## src/rtl/aggregator_ctrl.sv

```systemverilog
// Sequencer for the CIM partial-sum Aggregator: counts passes per filter, gates/clears
// the Aggregator and strobes each finished sum into the result FIFO. Optional AGG_CTRL_PERF_EN adds a stall counter.
module aggregator_ctrl #(
    parameter int MAX_PASSES = 8,
    parameter int JOB_W      = 8,
    parameter int CNT_W      = (MAX_PASSES > 1) ? $clog2(MAX_PASSES) : 1
) (
    input  logic             clk,
    input  logic             rst,
    input  logic             start,
    input  logic [CNT_W-1:0] cfg_passes,
    input  logic [JOB_W-1:0] cfg_jobs,
    output logic             busy,
    input  logic             psum_valid,
    output logic             psum_ready,
    output logic             agg_in_en,
    output logic             agg_clear,
    input  logic             res_full,
    output logic             res_we,
    output logic             res_last,
    output logic             done
`ifdef AGG_CTRL_PERF_EN
    ,
    output logic [31:0]      stall_cycles
`endif
);

    // state | meaning
    // IDLE  | Aggregator held clear, waiting for start
    // ACCUM | accepting partial sums, flushing one result per filter
    typedef enum logic {IDLE, ACCUM} state_t;

    state_t             state, state_nx;
    logic [CNT_W-1:0]   pass_cnt, passes_r;
    logic [JOB_W-1:0]   job_cnt, jobs_r;
    logic               last_pass;
    logic               acc;

    always_comb begin
        state_nx   = state;
        last_pass  = 1'b0;
        acc        = 1'b0;
        psum_ready = 1'b0;
        agg_in_en  = 1'b0;
        agg_clear  = 1'b1;
        res_we     = 1'b0;
        res_last   = 1'b0;
        case (state)
            IDLE: begin
                if (start)
                    state_nx = ACCUM;
            end
            ACCUM: begin
                last_pass  = (pass_cnt == passes_r);
                // Only the flushing pass needs FIFO room; earlier passes never stall.
                psum_ready = !last_pass || !res_full;
                acc        = psum_valid && psum_ready;
                agg_in_en  = acc;
                agg_clear  = acc && last_pass;
                res_we     = acc && last_pass;
                res_last   = res_we && (job_cnt == jobs_r);
                if (res_last)
                    state_nx = IDLE;
            end
            default: state_nx = IDLE;
        endcase
    end

    always_ff @(posedge clk) begin
        if (rst) begin
            state    <= IDLE;
            pass_cnt <= '0;
            job_cnt  <= '0;
            passes_r <= '0;
            jobs_r   <= '0;
            busy     <= 1'b0;
            done     <= 1'b0;
        end else begin
            state <= state_nx;
            busy  <= (state_nx == ACCUM);
            done  <= res_last;
            if (state == IDLE) begin
                if (start) begin
                    passes_r <= cfg_passes;
                    jobs_r   <= cfg_jobs;
                    pass_cnt <= '0;
                    job_cnt  <= '0;
                end
            end else begin
                if (res_we) begin
                    pass_cnt <= '0;
                    if (!res_last)
                        job_cnt <= job_cnt + JOB_W'(1);
                end else if (acc) begin
                    pass_cnt <= pass_cnt + CNT_W'(1);
                end
            end
        end
    end

`ifdef AGG_CTRL_PERF_EN
    always_ff @(posedge clk) begin
        if (rst) begin
            stall_cycles <= '0;
        end else if (state == IDLE) begin
            if (start)
                stall_cycles <= '0;
        end else if (psum_valid && !psum_ready && (stall_cycles != '1)) begin
            stall_cycles <= stall_cycles + 32'd1;
        end
    end
`endif

endmodule

```

## config.mk

```make
export PLATFORM = sky130hd
export DESIGN_NAME = aggregator_ctrl
export DESIGN_NICKNAME = d
export VERILOG_FILES = /design/src/rtl/aggregator_ctrl.sv
export SDC_FILE = /design/constraint.sdc
export NUM_CORES = 1
export LEC_CHECK = 0
export ABC_AREA = 1
export BUFFER_PORTS_ARGS = -buffer_cell sky130_fd_sc_hd__buf_2
export CAP_MARGIN = 20
export CORE_MARGIN = 2
export CORE_UTILIZATION = 35
export DETAILED_ROUTE_END_ITERATION = 12
export PLACE_DENSITY = 0.62
export SYNTH_ARGS = -nofsm -noshare
export SYNTH_HDL_FRONTEND = slang
export SYNTH_SLANG_ARGS = --single-unit
```

## constraint.sdc

```tcl
create_clock -name clk -period 3 [get_ports clk]
set_input_delay 0.6 -clock clk [delete_from_list [all_inputs] [get_ports clk]]
set_output_delay 0.6 -clock clk [all_outputs]
set_load 0.05 [all_outputs]
```

==> results.md <==
* Std-Cell Rows at 22
* Cts bufs inserted at 3
* Count of mapped cells out of synthesis at 203
* Mean instance size in the synthesized netlist at approximately 6.6 sq um
* Area of the multi-input gates at between 700 and 800 sq um
* Post-layout min period at around 2200 ps
* Largest net degree at the start of global routing at 21
* Power per unit of standard cell area at between 400 and 500 nW/um^2
* Most used DFF post-synth: sky130_fd_sc_hd__dfxtp_1
* Setup TNS at 0 ps
* Fillers at ~430
* Initial DRC count at between 40 and 50
* Clock-pin slew on the worst setup and hold paths at around 80 ps
* Status: finished, final reports clean
* Largest cells by area after synthesis: sky130_fd_sc_hd__dfxtp_1 (36%), sky130_fd_sc_hd__nand2_1 (14%), sky130_fd_sc_hd__nor2_1 (8.9%)
* Pleak at 0.7705 nW
* Yosys reg bits at 24
* Die area at 4351 sq um
* Fraction of layout cells with a size suffix above 1 at between 10% and 20%
* Post-detail-place hpwl at about 2200 um
* Post-CTS Setup Repair Bufs at 0
* Net count of the mapped netlist at around 220
* Number of levels in the clock H-tree at 1
* Final worst hold slack at between 400 and 500 ps
* Number of flops mapped to enable cells by yosys at 0
* Final setup viols at 0
* Antenna cells at 0
* Async S/R FF share, synth at 0%
* Critical Path Source Type: flip-flop
* Count of cell types in the netlist at 26
* Wire length per cell after detailed routing at around 11 um
* Clock Skews at 4.481 ps
* Top-area cell type share of the netlist area at between 30% and 40%
* Placeable core region at 3689 sq um
* Final worst-path cycle share at 74.51%
* Synth Cell Area at between 1000 and 1500 sq um
* Slew @ Worst Pin at around 500 ps
* Post-route cell area at approximately 1500 sq um
* PostCTS Resize Cnt at 0
* Antenna-violating nets left at 0
* Net count reported at finish at about 240
* Vias in the first global route at between 1000 and 1500
* Unrepaired setup endpoints after global routing: no
* Final Routed Wirelength at a little under 3000 um
* Critical path class: reg2out
* Worst Path Max Fanout at 8
* Number of slew-limit violations in the final report at 0
* Insertion delay of the later-clocked pin in the worst-skew pair at about 270 ps
* Synth top cells by count: sky130_fd_sc_hd__nand2_1 (50), sky130_fd_sc_hd__nor2_1 (32), sky130_fd_sc_hd__dfxtp_1 (24), sky130_fd_sc_hd__inv_1 (24), sky130_fd_sc_hd__nand3_1 (13)
* Initial antenna violation count at 0
* Worst vdd ir at 159.0 uV
* Number of hold buffers added after cts at 0
* # DRC at 0
* TritonRoute pass-1 iters at 4
* Number of warning messages in the yosys log at 0
* Starting density of the core at 36.43%
* GRT Overall Usage at between 15 and 20%
* Clock sink count at 24
* Type of the worst min-delay path: reg2reg
* CTS tree: done
* Total vias in the final route at about 1300
* Root Buffer Master: sky130_fd_sc_hd__clkbuf_8
* Storage element area at 480.5 sq um
* Upper clock frequency limit at between 0.4 and 0.5 GHz
* Most numerous cell in the Yosys netlist: sky130_fd_sc_hd__nand2_1
* Final Hold Fails at 0
* Kind of end point of the critical path: output pin
* First-pass GRT wire length at about 5100 um
* Worst path arrival time at ~1600 ps
* Max-cap violations at 0
* Number of port buffers at 22
* Relative area change from synthesis to final layout at 14.15%
* Width of the chip at 65.96 um
* Number of buffers between clock root and the deepest sink at 2
* Total gr overflow at 0
* RD Place Congestion at just over 0.9
* Post-DR vias/cell at between 4 and 5
* Top Ports at 23
* Worst slew margin at 66.49%
* Sequential area share after synthesis at between 30% and 40%
* Worst path required time at 2400 ps
* Cell area after placement at between 1000 and 1500 sq um
* Area leader, netlist: sky130_fd_sc_hd__dfxtp_1
* Y dimension of the die at 65.96 um
[flip-flops by register name, summed over array words and instances, names as in the netlist]
signal,count
state,1
done,1
job_cnt,8
passes_r,3
pass_cnt,3
jobs_r,8
[worst paths after layout]
path         cells after the start  slack [ps]                startpoint                        to
min                              2         480  passes_r[1]$_SDFFE_PP0P_  passes_r[1]$_SDFFE_PP0P_
min reg2reg                      2         480  passes_r[1]$_SDFFE_PP0P_  passes_r[1]$_SDFFE_PP0P_
max reg2reg                      9        1470   job_cnt[1]$_SDFFE_PP0P_   job_cnt[6]$_SDFFE_PP0P_
max                              6         760   job_cnt[1]$_SDFFE_PP0P_                  res_last
[critical path, cell delays in order, from the launching register on]
cell,delay [ps]
sky130_fd_sc_hd__dfxtp_1,450
sky130_fd_sc_hd__xnor2_1,140
sky130_fd_sc_hd__nand2_1,70
sky130_fd_sc_hd__nor2_1,220
sky130_fd_sc_hd__nand3_4,160
sky130_fd_sc_hd__inv_1,80
sky130_fd_sc_hd__buf_2,250
[cells in the final DEF, fill, tap and decap left out]
cell type | synthesis | final
sky130_fd_sc_hd__nand2_2 | 4 | 4
sky130_fd_sc_hd__o21ai_1 | 7 | 7
sky130_fd_sc_hd__nand2_1 | 50 | 50
sky130_fd_sc_hd__o211ai_1 | 1 | 1
sky130_fd_sc_hd__nor2_1 | 32 | 32
sky130_fd_sc_hd__a21oi_1 | 11 | 11
sky130_fd_sc_hd__nor2_2 | 1 | 1
sky130_fd_sc_hd__inv_2 | 5 | 5
sky130_fd_sc_hd__nand3_1 | 13 | 13
sky130_fd_sc_hd__xnor2_1 | 3 | 3
sky130_fd_sc_hd__clkinv_1 | 1 | 1
sky130_fd_sc_hd__clkbuf_8 | 0 | 3
sky130_fd_sc_hd__nand4_1 | 5 | 5
sky130_fd_sc_hd__nor3b_1 | 2 | 2
sky130_fd_sc_hd__inv_1 | 24 | 24
sky130_fd_sc_hd__buf_4 | 0 | 1
sky130_fd_sc_hd__xnor2_2 | 1 | 1
sky130_fd_sc_hd__buf_2 | 2 | 22
sky130_fd_sc_hd__o21ai_0 | 5 | 5
sky130_fd_sc_hd__ha_1 | 2 | 2
sky130_fd_sc_hd__nor3_1 | 1 | 1
sky130_fd_sc_hd__dfxtp_1 | 24 | 24
sky130_fd_sc_hd__nand4_2 | 1 | 1
sky130_fd_sc_hd__nand3_4 | 2 | 2
sky130_fd_sc_hd__nor2_4 | 1 | 1
sky130_fd_sc_hd__xor2_1 | 2 | 2
[through the flow]
stage / setup slack [ps] / utilization, % / power (mW) / std cells
5_1_grt: 603.4 / 41.59 / 0.7701 / 272
3_3_place_gp: 852.1 / 40.47 / 0.5318 / 269
2_1_floorplan: 674.6 / - / 0.4934 / 203
6_report: 764.6 / 41.59 / 0.7175 / 272
4_1_cts: 744.4 / 41.59 / 0.7290 / 272
3_5_place_dp: 838.5 / 40.47 / 0.5325 / 269
[cells by family (layout without fill, tap and decap cells)]
family | after synthesis | after routing | synth area share, %
and+or+nand+nor | 112 | 112 | 38.27
buffers and inverters | 35 | 56 | 10.52
AOI/OAI and AO/OA | 24 | 24 | 9.124
DFF | 24 | 24 | 35.75
xor gates and xnor gates | 6 | 6 | 4.470
adders and majority gates | 2 | 2 | 1.862
[per-layer routing]
layer | vias to the layer above | wire, um | GRT usage, %
li1 | 677 | - | -
met1 | 560 | 1480 | 19.23
met2 | 21 | 1303 | 25.00
met3 | 5 | 108 | 2.896
met4 | 0 | 44 | 6.888
met5 | - | 0 | 0
[power by group]
group          switching, mW  internal (mW)  total (mW)
logic                  0.108         0.0559       0.164
clock network          0.103         0.0900       0.193
registers             0.0190          0.341       0.360
[cell type report]
| type | count | share of cell area (%) |
|---|---|---|
| multi-input cells | 144 | 47.06 |
| flip-flops and latches | 24 | 31.32 |
| repair buffers | 23 | 7.667 |
| inverters | 30 | 7.341 |
| well taps | 48 | 3.915 |
| clock buffers | 3 | 2.692 |
Note: power is estimated with default switching activity, not from simulation.
